--- src/rtl/cpc_mem_arbiter.sv ---
// Memory port arbiter for video fetch, Z80 CPU and Plus-mode DMA, one transaction at a time.
// Define ARB_STATS_EN to add per-requester grant counters and a worst-case CPU wait register.
module cpc_mem_arbiter #(
    parameter int unsigned AW     = 23,
    parameter int unsigned STARVE = 4
) (
    input  logic          clk,
    input  logic          reset,
    input  logic          vid_req,
    input  logic [14:0]   vid_addr,
    output logic [15:0]   vid_data,
    output logic          vid_ack,
    input  logic          cpu_req,
    input  logic          cpu_we,
    input  logic [AW-1:0] cpu_addr,
    input  logic [7:0]    cpu_wdata,
    output logic [7:0]    cpu_rdata,
    output logic          cpu_ack,
    input  logic          dma_req,
    input  logic [AW-1:0] dma_addr,
    output logic [15:0]   dma_data,
    output logic          dma_ack,
    output logic          mem_req,
    output logic          mem_we,
    output logic [AW-1:0] mem_addr,
    output logic [7:0]    mem_wdata,
    input  logic [15:0]   mem_rdata,
    input  logic          mem_ack,
    output logic          busy
`ifdef ARB_STATS_EN
    ,
    output logic [15:0]   stat_vid,
    output logic [15:0]   stat_cpu,
    output logic [15:0]   stat_dma,
    output logic [15:0]   stat_maxwait
`endif
);

    typedef enum logic [1:0] {StIdle, StIssue, StWait} state_e;
    typedef enum logic [1:0] {OwnNone, OwnVid, OwnCpu, OwnDma} owner_e;

    state_e        state_q, state_d;
    owner_e        owner_q, owner_d;
    logic [AW-1:0] addr_q, addr_d;
    logic          we_q, we_d;
    logic [7:0]    wdata_q, wdata_d;
    logic [15:0]   vid_data_q, vid_data_d;
    logic [15:0]   dma_data_q, dma_data_d;
    logic [7:0]    cpu_rdata_q, cpu_rdata_d;
    logic [3:0]    starve_q, starve_d;
    logic          promoted;
    logic          grant_cpu;
    logic          grant_dma;
    logic [7:0]    cpu_byte;

    assign promoted = (starve_q == 4'(STARVE));
    assign cpu_byte = addr_q[0] ? mem_rdata[15:8] : mem_rdata[7:0];

    always_comb begin
        state_d     = state_q;
        owner_d     = owner_q;
        addr_d      = addr_q;
        we_d        = we_q;
        wdata_d     = wdata_q;
        vid_data_d  = vid_data_q;
        dma_data_d  = dma_data_q;
        cpu_rdata_d = cpu_rdata_q;
        vid_ack     = 1'b0;
        cpu_ack     = 1'b0;
        dma_ack     = 1'b0;
        mem_req     = 1'b0;
        unique case (state_q)
            StIdle: begin
                if (vid_req) begin
                    owner_d = OwnVid;
                    addr_d  = {{(AW-15){1'b0}}, vid_addr};
                    we_d    = 1'b0;
                    wdata_d = 8'h00;
                    state_d = StIssue;
                end else if (dma_req && promoted) begin
                    owner_d = OwnDma;
                    addr_d  = dma_addr;
                    we_d    = 1'b0;
                    wdata_d = 8'h00;
                    state_d = StIssue;
                end else if (cpu_req) begin
                    owner_d = OwnCpu;
                    addr_d  = cpu_addr;
                    we_d    = cpu_we;
                    wdata_d = cpu_wdata;
                    state_d = StIssue;
                end else if (dma_req) begin
                    owner_d = OwnDma;
                    addr_d  = dma_addr;
                    we_d    = 1'b0;
                    wdata_d = 8'h00;
                    state_d = StIssue;
                end
            end
            StIssue: begin
                mem_req = 1'b1;
                state_d = StWait;
            end
            StWait: begin
                if (mem_ack) begin
                    state_d = StIdle;
                    owner_d = OwnNone;
                    unique case (owner_q)
                        OwnVid: begin
                            vid_ack    = 1'b1;
                            vid_data_d = mem_rdata;
                        end
                        OwnCpu: begin
                            cpu_ack     = 1'b1;
                            cpu_rdata_d = cpu_byte;
                        end
                        OwnDma: begin
                            dma_ack    = 1'b1;
                            dma_data_d = mem_rdata;
                        end
                        default: ;
                    endcase
                end
            end
            default: state_d = StIdle;
        endcase
    end

    // A grant is the only way owner leaves OwnNone while in StIdle.
    assign grant_cpu = (state_q == StIdle) && (owner_d == OwnCpu);
    assign grant_dma = (state_q == StIdle) && (owner_d == OwnDma);

    always_comb begin
        starve_d = starve_q;
        if (!dma_req || grant_dma) begin
            starve_d = 4'd0;
        end else if (grant_cpu && !promoted) begin
            starve_d = starve_q + 4'd1;
        end
    end

    always_ff @(posedge clk or posedge reset) begin
        if (reset) begin
            state_q     <= StIdle;
            owner_q     <= OwnNone;
            addr_q      <= '0;
            we_q        <= 1'b0;
            wdata_q     <= 8'h00;
            vid_data_q  <= 16'h0000;
            dma_data_q  <= 16'h0000;
            cpu_rdata_q <= 8'h00;
            starve_q    <= 4'd0;
        end else begin
            state_q     <= state_d;
            owner_q     <= owner_d;
            addr_q      <= addr_d;
            we_q        <= we_d;
            wdata_q     <= wdata_d;
            vid_data_q  <= vid_data_d;
            dma_data_q  <= dma_data_d;
            cpu_rdata_q <= cpu_rdata_d;
            starve_q    <= starve_d;
        end
    end

    // Read data is valid in the ack cycle and held afterwards.
    assign vid_data  = vid_data_d;
    assign dma_data  = dma_data_d;
    assign cpu_rdata = cpu_rdata_d;
    assign mem_we    = we_q;
    assign mem_addr  = addr_q;
    assign mem_wdata = wdata_q;
    assign busy      = (state_q != StIdle);

`ifdef ARB_STATS_EN
    logic [15:0] stat_vid_q, stat_vid_d;
    logic [15:0] stat_cpu_q, stat_cpu_d;
    logic [15:0] stat_dma_q, stat_dma_d;
    logic [15:0] maxwait_q, maxwait_d;
    logic [15:0] wait_cnt_q, wait_cnt_d;
    logic        wait_act_q, wait_act_d;

    always_comb begin
        stat_vid_d = stat_vid_q;
        stat_cpu_d = stat_cpu_q;
        stat_dma_d = stat_dma_q;
        maxwait_d  = maxwait_q;
        wait_cnt_d = wait_cnt_q;
        wait_act_d = wait_act_q;
        if (state_q == StIdle) begin
            if (owner_d == OwnVid) stat_vid_d = stat_vid_q + 16'd1;
            if (owner_d == OwnCpu) stat_cpu_d = stat_cpu_q + 16'd1;
            if (owner_d == OwnDma) stat_dma_d = stat_dma_q + 16'd1;
        end
        // wait_cnt_q equals cycles elapsed since the request was first seen.
        if (wait_act_q) begin
            if (cpu_ack) begin
                wait_act_d = 1'b0;
                if (wait_cnt_q > maxwait_q) maxwait_d = wait_cnt_q;
            end else if (wait_cnt_q != 16'hFFFF) begin
                wait_cnt_d = wait_cnt_q + 16'd1;
            end
        end else if (cpu_req && !cpu_ack) begin
            wait_act_d = 1'b1;
            wait_cnt_d = 16'd1;
        end
    end

    always_ff @(posedge clk or posedge reset) begin
        if (reset) begin
            stat_vid_q <= 16'h0000;
            stat_cpu_q <= 16'h0000;
            stat_dma_q <= 16'h0000;
            maxwait_q  <= 16'h0000;
            wait_cnt_q <= 16'h0000;
            wait_act_q <= 1'b0;
        end else begin
            stat_vid_q <= stat_vid_d;
            stat_cpu_q <= stat_cpu_d;
            stat_dma_q <= stat_dma_d;
            maxwait_q  <= maxwait_d;
            wait_cnt_q <= wait_cnt_d;
            wait_act_q <= wait_act_d;
        end
    end

    assign stat_vid     = stat_vid_q;
    assign stat_cpu     = stat_cpu_q;
    assign stat_dma     = stat_dma_q;
    assign stat_maxwait = maxwait_q;
`endif

endmodule

--- config.mk ---
export PLATFORM = sky130hd
export DESIGN_NAME = cpc_mem_arbiter
export DESIGN_NICKNAME = d
export VERILOG_FILES = /design/src/rtl/cpc_mem_arbiter.sv
export SDC_FILE = /design/constraint.sdc
export NUM_CORES = 1
export LEC_CHECK = 0
export ABC_AREA = 1
export CAP_MARGIN = 40
export CORE_AREA = 2 2 100 102
export CTS_BUF_LIST = sky130_fd_sc_hd__clkbuf_8 sky130_fd_sc_hd__clkbuf_16
export CTS_CLUSTER_DIAMETER = 30
export DETAILED_ROUTE_END_ITERATION = 16
export DIE_AREA = 0 0 102 104
export PLACE_DENSITY_LB_ADDON = 0.08
export SYNTH_ARGS = -nofsm -noshare
export SYNTH_HDL_FRONTEND = slang
export SYNTH_SLANG_ARGS = --single-unit
--- constraint.sdc ---
create_clock -name clk -period 6.2 [get_ports clk]
set_clock_uncertainty 0.05 [all_clocks]
set_input_delay 1.24 -clock clk [delete_from_list [all_inputs] [get_ports clk]]
set_output_delay 1.24 -clock clk [all_outputs]
set_load 0.02 [all_outputs]
# After elaboration in Yosys (flattened, before gate mapping)
# Cells that the tools add are included.
# classes
addsub,1
n_eq_ne,10
reduce_logical,13
shift,0
div,0
n_bitwise,0
magnitude_cmp,0
multipliers,0
muxes,46
# op_table
op,n
two-way mux 16 bit,6
two-way mux 23 bit,4
two-way mux 8 bit,8
two-way mux 2 bit,10
two-way mux 1 bit,14
"== test 2 bit, second input constant",5
two-way mux 4 bit,2
case mux 2 bit (3 select lines),1
"!= test 5 bit, second input constant",1
"adder 4 x 1 -> 4 bit, second input constant",1
"== test 2 x 1 -> 1 bit, second input constant",2
"== test 4 x 3 -> 1 bit, second input constant",1
logical AND 1 bit,4
case mux 2 bit (2 select lines),1
AND reduction 2 bit,2
nonzero test 2 bit,2
nonzero test 4 bit,1
logical NOT 1 bit,2
logical NOT 2 bit,1
"!= test 2 bit, second input constant",1
logical OR 1 bit,1
# totals
mem_bits_ro,0
mem_count,0
latchBits,0
regBits,80
ramBits,0

# Longest topological paths before layout
# depth
depth_word,10
mapped_depth,11
mapped_depth_nobuf,10

# Least setup slack after synthesis
# No wires, ideal clock.
# synth_path
path_type,in2out
startpoint,input mem_ack
endpoint,output dma_data[3]
required_time_ns,4.910
path_stages,5
path_buffers,1
arrival_time_ns,2.268
setup_slack_ns,2.642
path_cell_list,inv_2 nor4_4 buf_6 nor2_1 a21oi_1
# synth_via
elab_chain_len,2
# synth_lines
item,line,text
start: declaration,28,"input logic mem_ack,"
two-way mux 16 bit,105,if (mem_ack) begin
two-way mux 16 bit,72,unique case (state_q)
end: declaration,21,"output logic [15:0] dma_data,"
# No other way between the ends.

# Final worst setup path
# layout_path
startpoint,input mem_ack
endpoint,output dma_data[1]
# Same word-level chain as after synthesis.

==> impl.org <==
** Clocking
- Clock tree from TritonCTS :: done
- Clk_lat worst skew :: 0.36 ns
- In this run, CTS created clock tree buffers numbering 9.
- The tree is rooted in a clkbuf_8.
- After clock tree synthesis, the flow added hold-fix buffers numbering 0.
- Number of clock sinks seen by CTS :: 80
- Resized Gates After CTS :: 0
- The H-tree was split into 3 levels.
- The longest clock path from root to sink contains 2 buffers.
- In this run the post-CTS setup repair buffer count came out at 0.
- After clock tree synthesis, the clock-pin slew on the worst setup and hold paths is 0.08 ns.

** STA
- Final period util :: about four fifths
- Timing would allow up to 206 MHz.
- RSZ-0062 raised after global routing :: no
- The final number of max-transition violations came to 0.
- Shortest period the worst path allows :: 4.84 ns
- Max-slew headroom :: 43.7%
- In the final timing run, aggregate negative setup slack is 0 ns.
- The tightest hold path in the finished design has a slack of around 0.44 ns.
- Setup violations remaining at the end of the flow were counted as 0.
- For the pin with the worst max-slew slack, the measured transition is 0.838 ns.
- Hold Vio Cnt, Final :: 0

** Worst setup path
- Worst reg-to-reg path cell count :: 7
- R2R Path Start :: starve_q[0]
- Worst setup SP type :: primary input
- Endpoint of the most critical register-to-register path :: mem_addr[1]
- Worst Path Required :: 4.91 ns
- Kind of capture point of the worst setup path :: output pin
- Counting both buffers and inverters, the worst setup path holds a total of 4.
- In this design, the stage delay of the slowest critical-path cell is about 0.63 ns.
- Endpoint arrival time on the critical path :: ~3.6 ns
- Broken down by cell family, the worst path's largest delay share belongs to buffers and inverters.
- Of all nets on the critical path, the largest fanout is 24.
- Type of the worst setup path :: in -> out
- Reg-to-reg slack, setup :: between 3 and 4 ns
- Critical Path Most Common Cell :: clkdlybuf4s50_1
- Crit-path slowest cell :: clkdlybuf4s50_1
- Critical path, cell by cell :: clkdlybuf4s50_1 -> inv_2 -> nor4_4 -> buf_4 -> nor2_1 -> a21oi_1 -> clkdlybuf4s50_1

** Layout
- In the layout the commonest cells are clkdlybuf4s50_1 (168), dfrtp_1 (80), a21oi_1 (69).
- Layout net count :: 695
- Growth of design area from synthesis to finish :: 52.2%
- The repair_antennas step left the layout with diodes totalling 0.
- Final Non-Filler Cells :: 739
- Fraction of layout instances using a drive strength above 1 :: 6.44%
- Leading cell type in the layout, fill and taps excluded :: clkdlybuf4s50_1

** Hold path
- The worst hold path begins at mem_wdata[5].
- Counting instances, the worst hold path has a depth of 2.
- The worst hold path terminates at mem_wdata[5].
- The min-delay analysis places its worst path in the category reg -> reg.

** Synth
- Synthesis produced a netlist with a net count of roughly 530.
- The synthesized design contains 0 enable-type register cells.
- Sequential fraction of the synthesis area :: 53.4%
- Async set or reset register ratio after synthesis :: between 90% and 100%
- Cell area after synthesis :: roughly 0.0038 sq mm
- Among all flip-flop cells after synthesis, the most frequent one is dfrtp_1.
- Count of distinct cell types in the synthesized netlist :: 29
- Synthesis inferred 80 register bits.
- Post-synthesis cell type with the largest combined area :: dfrtp_1
- Mean cell area of the mapped netlist :: ~8.5 sq um
- Synthesis warning total :: 0
- Top cells by area in the synthesized netlist :: dfrtp_1 (53%), a21oi_1 (9.2%), nand2_1 (6.6%)
- The synthesized design devotes to its leading area cell type between 50 and 60% of total area.
- Synthesis produced a netlist whose cell count is 439.

** Global routing
- First-pass GRT wire length :: 16.7 mm
- Maximum number of pins on one net before global-route repair :: 57
- Number of antenna violations at the first check in global routing :: 0
- Number of global-route vias before repair :: ~3400
- Total global routing overflow :: 0
- All-layer global routing usage :: approximately 20%

** Die
- The floorplan step set the die width to a little over 100 um.
- Core Box Area :: ~0.0095 sq mm
- In this run the core area contains 36 standard-cell rows.
- Ports placed on the boundary :: between 150 and 200
- The floorplan step set the die height to approximately 100 um.
- Die area :: around 0.011 sq mm
- Once the floorplan was initialized, standard cells occupied around two fifths of the core.

** Placed design
- Once detailed placement completed, the half-perimeter wirelength came to between 7 and 8 mm.
- Placed cell count :: between 700 and 800
- The count of buffers added on input and output ports is about 170.
- Final Wtd Congestion :: ~0.81

** Drt
- The final layout contains routed wiring with a total length of between 10 and 15 mm.
- Wire per inst :: 14.2 um
- Vias after detailed routing :: around 3500
- After detailed routing, the number of remaining DRC violations is 0.
- Once detail routing completed, the nets flagged for antenna violations numbered 0.
- Detailed-route vias per instance :: about 4.7
- DRT Pass-1 Iters :: 4
- The first routing iteration left just over 90 violations.

** Power
- The analysis attributes to cell leakage a power of about 2.5 nW.
- Worst voltage drop across the vdd grid :: 181 uV
- Dividing total power by cell area gives a power density of around 460 mW/mm^2.
- Final Power :: around 2.6 mW

** Outcome
- The flow ran to the end, and the final reports show no timing, DRC or antenna violations.

** Job
- Reported max-cap violation count :: 0
tightest hold or removal path: stages, from the launching register on:
cell and delay (ns):
dfrtp_1 0.35, nand2_1 0.05, o21ai_0 0.06
per-layer routing:
metal / vias to the layer above / wire (um) / track usage, %
met2: 107 / 5260 / 34.1
met3: 8 / 827 / 6.05
li1: 1740 / - / -
met1: 1640 / 4330 / 23.6
met4: 0 / 80 / 6.19
met5: - / 0 / 0
synthesized netlist by cell type, types with 2 or more instances:
master / count
inv_1: 60
nand3_1: 6
clkbuf_1: 5
xor2_1: 2
dfrtp_1: 80
a21oi_1: 69
nor4_4: 3
buf_6: 3
nand2_2: 2
inv_2: 5
ha_1: 2
buf_4: 6
nor2_1: 53
nand4_1: 5
nand2_1: 66
buf_2: 8
o211ai_1: 15
nor2_2: 2
o21ai_0: 34
o31ai_1: 4
sequential cells by signal (all words and copies together) (netlist names):
name,flops
state_q,2
mem_addr,23
mem_we,1
owner_q,2
mem_wdata,8
starve_q,4
vid_data_q,16
cpu_rdata_q,8
dma_data_q,16
worst max path at each step:
stage | slack [ns] | cells past startpoint | end | from
floorplan | 2.64 | 5 | dma_data[3] | mem_ack
global placement | 1.41 | 7 | dma_data[13] | mem_ack
detailed placement | 1.33 | 7 | dma_data[1] | mem_ack
CTS | 1.31 | 7 | dma_data[1] | mem_ack
global route | 1.19 | 6 | cpu_rdata[4] | mem_ack
finish | 1.36 | 7 | dma_data[1] | mem_ack
area by class of cell:
cell class	instances	area [sq um]
fillers	894	3840
flip-flops and latches	80	2000
repair buffers	173	1740
multi-input cells	272	1370
inverters	65	245
well taps	133	166
clock buffers	11	151
clock inverters	5	37.5
power breakdown:
| group | switching (mW) | internal, mW |
|---|---|---|
| registers | 0.114 | 0.756 |
| logic | 0.775 | 0.626 |
| clock network | 0.202 | 0.170 |
stage by stage:
step	worst slack (ns)	utilization, %	area, sq um
after floorplan	2.64	-	3750
after detailed placement	1.33	57.8	5520
after CTS	1.31	59.8	5710
after global placement	1.41	57.5	5490
after global routing	1.19	59.8	5710
final	1.36	59.8	5710
cells by family after synthesis:
group	count (synthesis)	share of synthesized area (%)
adders and majority gates	2	0.667
AOI/OAI and AO/OA	127	18.5
buffers and inverters	87	10.2
xor gates and xnor gates	2	0.467
and+or+nand+nor	141	16.8
DFF	80	53.4
Power figures use the tool's default switching activity.
